===== src/rtl/logic_gate_pkg.sv =====
// Shared types and helpers for the logic gate pipeline: op codes, FIFO depth
// and the per-bit reduction used to build each result.
package logic_gate_pkg;

   localparam int OP_W       = 3;
   localparam int FIFO_DEPTH = 2;
   localparam int MAX_IN     = 8;

   typedef enum logic [OP_W-1:0] {
      OP_AND  = 3'd0,
      OP_OR   = 3'd1,
      OP_XOR  = 3'd2,
      OP_NAND = 3'd3,
      OP_NOR  = 3'd4,
      OP_XNOR = 3'd5,
      OP_ILL6 = 3'd6,
      OP_ILL7 = 3'd7
   } op_e;

   function automatic logic op_is_legal(input logic [OP_W-1:0] op);
      return (op < 3'd6);
   endfunction

   // Reduces one bit column across the first num operands; the inverted ops
   // invert the full reduction rather than chaining two-input gates.
   function automatic logic reduce_column(input logic [OP_W-1:0] op,
                                          input logic [MAX_IN-1:0] col,
                                          input int num);
      logic r_and;
      logic r_or;
      logic r_xor;
      logic r;
      r_and = 1'b1;
      r_or  = 1'b0;
      r_xor = 1'b0;
      for (int i = 0; i < MAX_IN; i++) begin
         if (i < num) begin
            r_and = r_and & col[i];
            r_or  = r_or  | col[i];
            r_xor = r_xor ^ col[i];
         end
      end
      case (op_e'(op))
         OP_AND:  r = r_and;
         OP_OR:   r = r_or;
         OP_XOR:  r = r_xor;
         OP_NAND: r = ~r_and;
         OP_NOR:  r = ~r_or;
         OP_XNOR: r = ~r_xor;
         default: r = 1'b0;
      endcase
      return r;
   endfunction

endpackage


===== src/rtl/logic_gate_fifo2.sv =====
// Two-entry FIFO holding result+flag words; head is the oldest entry and
// count is the number of stored entries.
module logic_gate_fifo2
   import logic_gate_pkg::*;
#(
   parameter int DW = 9,
   localparam int CW = $clog2(FIFO_DEPTH + 1)
)(
   input  logic          clk,
   input  logic          rst_n,
   input  logic          push,
   input  logic [DW-1:0] push_data,
   input  logic          pop,
   output logic [DW-1:0] head,
   output logic [CW-1:0] count
);

   logic [DW-1:0] mem [FIFO_DEPTH];
   logic          wr_ptr;
   logic          rd_ptr;
   logic          do_push;
   logic          do_pop;

   // Guard against overflow/underflow even if the caller misbehaves.
   assign do_push = push && (count < CW'(FIFO_DEPTH));
   assign do_pop  = pop && (count != '0);
   assign head    = mem[rd_ptr];

   always_ff @(posedge clk or negedge rst_n) begin
      if (!rst_n) begin
         for (int i = 0; i < FIFO_DEPTH; i++) begin
            mem[i] <= '0;
         end
         wr_ptr <= 1'b0;
         rd_ptr <= 1'b0;
         count  <= '0;
      end else begin
         if (do_push) begin
            mem[wr_ptr] <= push_data;
            wr_ptr      <= ~wr_ptr;
         end
         if (do_pop) begin
            rd_ptr <= ~rd_ptr;
         end
         case ({do_push, do_pop})
            2'b10:   count <= count + CW'(1);
            2'b01:   count <= count - CW'(1);
            default: count <= count;
         endcase
      end
   end

endmodule


===== src/rtl/logic_gate_pipe.sv =====
// Bitwise reduction over NUM_IN operands with a one-cycle registered result
// path through a two-entry output FIFO and a completed-transaction counter.
module logic_gate_pipe
   import logic_gate_pkg::*;
#(
   parameter int WIDTH  = 8,
   parameter int NUM_IN = 2,
   parameter int CNT_W  = 16
)(
   input  logic                    clk,
   input  logic                    rst_n,
   input  logic                    in_valid,
   output logic                    in_ready,
   input  logic [OP_W-1:0]         in_op,
   input  logic [NUM_IN*WIDTH-1:0] in_data,
   output logic                    out_valid,
   input  logic                    out_ready,
   output logic [WIDTH-1:0]        out_data,
   output logic                    out_err,
   output logic [CNT_W-1:0]        done_cnt
);

   localparam int CW = $clog2(FIFO_DEPTH + 1);

   if (WIDTH < 1 || WIDTH > 64) begin : g_bad_width
      $error("logic_gate_pipe: WIDTH must be in 1..64");
   end
   if (NUM_IN < 2 || NUM_IN > MAX_IN) begin : g_bad_num_in
      $error("logic_gate_pipe: NUM_IN must be in 2..8");
   end
   if (CNT_W < 1) begin : g_bad_cnt_w
      $error("logic_gate_pipe: CNT_W must be at least 1");
   end

   logic [WIDTH-1:0]  result;
   logic [MAX_IN-1:0] col;
   logic              err;
   logic              accept;
   logic              pop;
   logic              ready_en;
   logic [WIDTH:0]    head;
   logic [CW-1:0]     count;

   // Gather bit b of every operand into a column and reduce it.
   always_comb begin
      result = '0;
      col    = '0;
      for (int b = 0; b < WIDTH; b++) begin
         col = '0;
         for (int k = 0; k < NUM_IN; k++) begin
            col[k] = in_data[k*WIDTH + b];
         end
         result[b] = reduce_column(in_op, col, NUM_IN);
      end
   end

   assign err    = !op_is_legal(in_op);
   assign accept = in_valid && in_ready;
   assign pop    = out_valid && out_ready;

   // Holds in_ready low until the first clock edge after reset release.
   always_ff @(posedge clk or negedge rst_n) begin
      if (!rst_n) begin
         ready_en <= 1'b0;
      end else begin
         ready_en <= 1'b1;
      end
   end

   logic_gate_fifo2 #(
      .DW (WIDTH + 1)
   ) u_fifo (
      .clk       (clk),
      .rst_n     (rst_n),
      .push      (accept),
      .push_data ({(err ? 1'b1 : 1'b0), (err ? '0 : result)}),
      .pop       (pop),
      .head      (head),
      .count     (count)
   );

   assign in_ready  = ready_en && (count < CW'(FIFO_DEPTH));
   assign out_valid = (count != '0);
   assign out_data  = out_valid ? head[WIDTH-1:0] : '0;
   assign out_err   = out_valid && head[WIDTH];

   always_ff @(posedge clk or negedge rst_n) begin
      if (!rst_n) begin
         done_cnt <= '0;
      end else if (pop) begin
         done_cnt <= done_cnt + CNT_W'(1);
      end
   end

endmodule


===== config.mk =====
export PLATFORM = sky130hd
export DESIGN_NAME = logic_gate_pipe
export DESIGN_NICKNAME = d
export VERILOG_FILES = /design/src/rtl/logic_gate_pkg.sv /design/src/rtl/logic_gate_fifo2.sv /design/src/rtl/logic_gate_pipe.sv
export SDC_FILE = /design/constraint.sdc
export NUM_CORES = 1
export LEC_CHECK = 0
export CORE_MARGIN = 2
export CORE_UTILIZATION = 35
export DETAILED_ROUTE_END_ITERATION = 7
export PLACE_DENSITY = 0.58
export SYNTH_ARGS = -nofsm -noshare
export SYNTH_HDL_FRONTEND = slang
export SYNTH_SLANG_ARGS = --single-unit

===== constraint.sdc =====
create_clock -name clk -period 5 [get_ports clk]
set_input_delay 0.75 -clock clk [delete_from_list [all_inputs] [get_ports clk]]
set_output_delay 0.75 -clock clk [all_outputs]
set_load 0.02 [all_outputs]

Word level (Yosys, flattened, before mapping) --
Index checks and enable logic that the tools add are counted.
Storage, ports and cells: register bits after elaboration 39, latch bits 0, memory bits (writable) 0, memory bits (read-only) 0, input bits 23, output and inout port bits 27, logic and storage cells 102, memories kept 0
Operators by class: add/subtract/negate cells 3, multipliers 0, divide/modulo/power cells 0, order comparisons 5, equal/unequal tests 7, shift-type cells 0, multiplexer cells 18, bitwise operators 52, reductions and logical operators 10
Operators with widths (number):
- 1-bit one-hot mux with 6 select lines | 8
- 9-bit two-way mux | 4
- 1-bit NOT | 26
- 18-bit bitwise mux | 1
- 16-bit by 1-bit adder with 16-bit output (second input constant) | 1
- 8-bit two-way mux | 2
- 9-bit demux with 1-bit select | 1
- 1-bit bitwise AND | 8
- 1-bit OR | 8
- 1-bit XOR | 8
- 1-bit logical AND | 7
- 3-bit by 2-bit equality test with 1-bit output (second input constant) | 2
- 3-bit equality test (second input constant) | 2
- 2-bit >= comparator (second input constant) | 2
- 1-bit NOT with 2-bit output | 2
- 2-bit one-hot mux with 2 select lines | 1
- 2-bit nonzero test | 2
- 3-bit by 1-bit equality test with 1-bit output (second input constant) | 1
- 3-bit logical NOT | 1
- 3-bit less-than comparator (second input constant) | 1
- 2-bit by 1-bit adder with 2-bit output (second input constant) | 1
- 2-bit by 1-bit equality test with 1-bit output (second input constant) | 1
- 2-bit equality test (second input constant) | 1
- 2-bit by 1-bit less-than comparator with 1-bit output (second input constant) | 1
- other kinds (3) | 3

Logic depth before layout (Yosys ltp) --
depth after elaboration 6, gate-level depth with buffers 9, mapped depth without buffers 8

Cells and area by module --
A second synthesis with hierarchy kept.
Second synthesis, totals: cell total of the unflattened synthesis 249, area, all modules 2583.7 µm²
Modules (own cells, without submodules):
- logic_gate_pipe | times used 1, cells each 188, area each 1602.8 µm²
- logic_gate_fifo2 | times used 1, cells each 61, area each 980.9 µm²

Worst setup path after synthesis --
No wires, ideal clock.
kind register to register, start point register u_fifo.count[0], end point register u_fifo.count[1], arrival 1.721 ns, path slack 3.200 ns, stages on the path, launching flop included 9, period minus slack after synthesis 1.800 ns, path through dfrtp_1 buf_6 nor2_2 inv_1 nand2_1 inv_1 ha_1 nor2_1 xor2_1
Between the ends: elaborated cells on any way between the ends 13
RTL lines:
- start: declaration | RTL line logic_gate_fifo2.sv:15 | output logic [CW-1:0] count
- start signal: assignment | RTL line logic_gate_fifo2.sv:46 | 2'b10: count <= count + CW'(1);
- start signal: assignment | RTL line logic_gate_fifo2.sv:47 | 2'b01: count <= count - CW'(1);
- start signal: assignment | RTL line logic_gate_fifo2.sv:48 | default: count <= count;
- 2-bit nonzero test * | RTL line logic_gate_pipe.sv:83 | assign out_valid = (count != '0);
- via out_valid | RTL line logic_gate_pipe.sv:16 | output logic out_valid,
- 1-bit logical AND * | RTL line logic_gate_pipe.sv:59 | assign pop = out_valid && out_ready;
- via pop | RTL line logic_gate_pipe.sv:39 | logic pop;
- 1-bit logical AND * | RTL line logic_gate_fifo2.sv:26 | assign do_pop = pop && (count != '0);
- 2-bit by 1-bit equality test with 1-bit output or 2-bit equality test (tied branches) | RTL line logic_gate_fifo2.sv:45 | case ({do_push, do_pop})
- 2-bit one-hot mux with 2 select lines or 2-bit nonzero test (tied branches)
The timed path passes the listed nets; every way through them passes the cells marked *. A chain may end at the register's enable or synchronous reset.

Worst setup path in the final report --
start point register u_fifo.rd_ptr, end point output port out_data[2]
Between the ends: cells in the longest elaborated chain, start to end 5
RTL lines:
- start: declaration | RTL line logic_gate_fifo2.sv:20 | logic rd_ptr;
- start signal: assignment | RTL line logic_gate_fifo2.sv:43 | rd_ptr <= ~rd_ptr;
- 1-bit NOT with 2-bit output (not written as such) | RTL line logic_gate_fifo2.sv:27 | assign head = mem[rd_ptr];
- 9-bit two-way mux (not written as such) (3 in a row) | RTL line logic_gate_fifo2.sv:27
- 8-bit two-way mux | RTL line logic_gate_pipe.sv:84 | assign out_data = out_valid ? head[WIDTH-1:0] : '0;
- end: declaration | RTL line logic_gate_pipe.sv:18 | output logic [WIDTH-1:0] out_data,
Every way passes these cells. The select of a mux whose other input is x is not followed.

==> results.json <==
{
  "async_flop_share": 1.000,
  "grt_setup_unrepaired": "no",
  "skew_ns": 0.009177,
  "period_minus_slack_ns": 2.643,
  "finalWeightedCongestion": 0.7824,
  "fin_nets": 371,
  "worst_ep_arrival_time_ns": 1.89,
  "grt_pass1_vias": 1884,
  "r2r-start": "u_fifo.count[0]",
  "hpwl_mm": 3.692,
  "synth_area_um2": 2594,
  "syn_avg_cell_area_um2": 9.069,
  "total_power_mw": 1.460,
  "post_cts_buffers": 0,
  "die_area_um2": 8115,
  "min_path_type": "reg2reg",
  "outcome": "finished clean",
  "synth_fp_nets": 327,
  "fmax_mhz": 378.4,
  "design.core.area_um2": 7214,
  "clkSinkCount": 39,
  "synth_fa_ha_area_frac": 0.08683,
  "ys_seq_area_frac": 0.3763,
  "hold_depth": 1,
  "synth.distinct_cells": 47,
  "synth_top_family_by_area": "simple AND/OR/NAND/NOR gates",
  "antenna_found_initial": 0,
  "initial_core_util": 0.3595,
  "r2r-end": "u_fifo.count[1]",
  "synth_edf_count": 0,
  "fin_crit_sh": 0.5286,
  "grt_overflow": 0,
  "synth_compound_area_frac": 0.1259,
  "vias_per_cell": 4.653,
  "synth_cells": 286,
  "path_clk_slew_ns": 0.08,
  "drt_iter0_drc": 74,
  "synth-simple-area-share": 0.2320,
  "wire_per_inst_um": 11.53,
  "worst_pin_slew_ns": 0.8871,
  "n_antenna_cell": 0,
  "clkLatencyLatePin_ns": 0.29,
  "cp_data_required_time_ns": 4.25,
  "die_h_um": 90.09,
  "area_growth_pct": 25.28,
  "ys.flop_type": "dfrtp_1",
  "p_per_area_nw_per_um2": 449.2,
  "ys_ff_latch": 39,
  "root_buffer": "clkbuf_8",
  "maxCapViolCount": 0,
  "num_rows": 31,
  "hold_start": "done_cnt[15]",
  "critical_path_class": "reg2out",
  "cts_tree": "done",
  "ant_nets": 0,
  "endpoint_kind": "output pin",
  "cts_buffers": 5,
  "grt_max_degree": 46,
  "final_core_util": 0.4504,
  "htreeDepth": 2,
  "grt.total_usage": 0.1258,
  "drt_first_pass_iters": 4,
  "yosys_warnings": 0,
  "ctsHoldBuffers": 0,
  "min_to": "done_cnt[15]",
  "setup_viol": 0,
  "pin_count": 50,
  "peakVddDrop_mv": 0.1227,
  "drt_wl_total_mm": 4.956,
  "die_w_um": 90.09,
  "report.final.slew_viol_count": 0,
  "finalSetupTns_ns": 0,
  "drc_errors": 0,
  "grt_pass1_wl_mm": 8.514,
  "slew-limit-headroom": 0.4086,
  "ff2ff_path_depth": 7,
  "ff2ff_setup_slack_ns": 3.08,
  "drive_above_1_share": 0.07855,
  "synth_xor_area_frac": 0.06416,
  "leakage_nw": 1.501,
  "hold_viol_final": 0,
  "clockBufferDepth": 2,
  "cp_max_fo": 10,
  "muxShareOfSynthArea": 0.04679,
  "worstSetupStartpointType": "flip-flop",
  "cts_resized": 0,
  "portBuffers": 49,
  "vias": 2001
}
-- kinds of logic (layout without fill, tap and decap cells) --
family / Yosys count / after routing
fa+ha+maj: 18 / 18
flops: 39 / 39
simple gates: 114 / 114
buf+inv: 34 / 79
compound gates: 49 / 49
xor+xnor: 19 / 19
other cells: 1 / 1
mux: 12 / 12
-- how the worst max path moves through the flow --
stage	startpoint	end	slack, ns	depth (start not counted)
after global routing	u_fifo.rd_ptr	out_data[3]	2.22	3
final	u_fifo.rd_ptr	out_data[2]	2.36	3
after detailed placement	in_op[1]	u_fifo.mem[16]	2.48	5
after global placement	in_op[1]	u_fifo.mem[16]	2.49	5
after floorplan	u_fifo.count[0]	u_fifo.count[1]	3.20	8
after CTS	u_fifo.rd_ptr	out_data[3]	2.31	3
-- critical path, cell delays in order, from the launching register on --
cell and delay, ns:
dfrtp_1 0.69, mux2i_1 0.17, nor2_1 0.12, clkdlybuf4s50_1 0.61
-- layout make-up --
type                    instances  area (um^2)
multi-input cells             213         1445
fillers                       723         3965
well taps                      99        123.9
clock buffers                   6        72.57
inverters                      21        78.83
clock inverters                 2        60.06
flip-flops and latches         39        975.9
repair buffers                 50        493.0
-- cell usage after synthesis (2+ instances only) --
library cell  instances  area [um^2]
dfrtp_1              39        975.9
nand2_1              35        131.4
nor2_1               26        97.59
inv_1                21        78.83
ha_1                 18        225.2
o21ai_1              15        75.07
nor2b_1              14        87.58
mux2i_1              11        110.1
xnor2_1              10        87.58
xor2_1                9        78.83
a21oi_1               8        40.04
buf_2                 6        30.03
buf_6                 5        56.30
nand2b_1              5        31.28
nand3_1               5        25.02
or2_2                 5        31.28
nand3b_1              4        30.03
nor3_1                4        20.02
o31ai_1               4        30.03
nand4_1               3        18.77
o211ai_1              3        22.52
o21ai_0               3        15.01
a211o_1               2        17.52
a21o_1                2        15.01
a31oi_1               2        12.51
and4_1                2        17.52
clkbuf_1              2        7.510
o221a_2               2        22.52
o31a_1                2        17.52
or3_1                 2        12.51
-- flip-flops by register name (all words and copies together), names as in the netlist --
register and flops:
u_fifo.count 2, u_fifo.wr_ptr 1, done_cnt 16, u_fifo.mem 18, ready_en 1, u_fifo.rd_ptr 1
-- per-stage QoR --
step	instances	worst slack [ns]	hold WS, ns	area (um^2)
floorplan	286	3.200	0.4468	2594
global placement	422	2.494	0.4577	3117
detailed placement	422	2.478	0.4649	3117
CTS	430	2.313	0.4752	3249
global route	430	2.221	0.4955	3249
finish	430	2.357	0.4687	3249
-- metal layers --
layer	up-vias	routed length (um)	global-route usage
met4	0	67	0.04231
met3	6	173	0.02431
li1	1044	-	-
met5	-	0	0
met1	913	2446	0.1644
met2	38	2269	0.2093
-- cell usage in the layout, fill, tap and decap left out, drive strengths merged, types with 3 or more instances in the layout --
cell type,instances
o21ai,18
xor2,9
o211ai,4
inv,21
nand2,36
or2,6
nand2b,5
a21oi,8
nor2,27
nor2b,14
xnor2,10
nand3,6
nand3b,5
nor3,4
clkdlybuf4s50,48
o31ai,4
mux2i,11
clkbuf,6
dfrtp,39
nand4,3
ha,18
-- report_power, final --
group / total, mW / switching (mW) / internal [mW]
Combinational: 0.619 / 0.309 / 0.309
Clock: 0.306 / 0.107 / 0.199
Sequential: 0.535 / 0.108 / 0.427
Total: 1.46 / 0.525 / 0.935
Power figures use the tool's default switching activity.
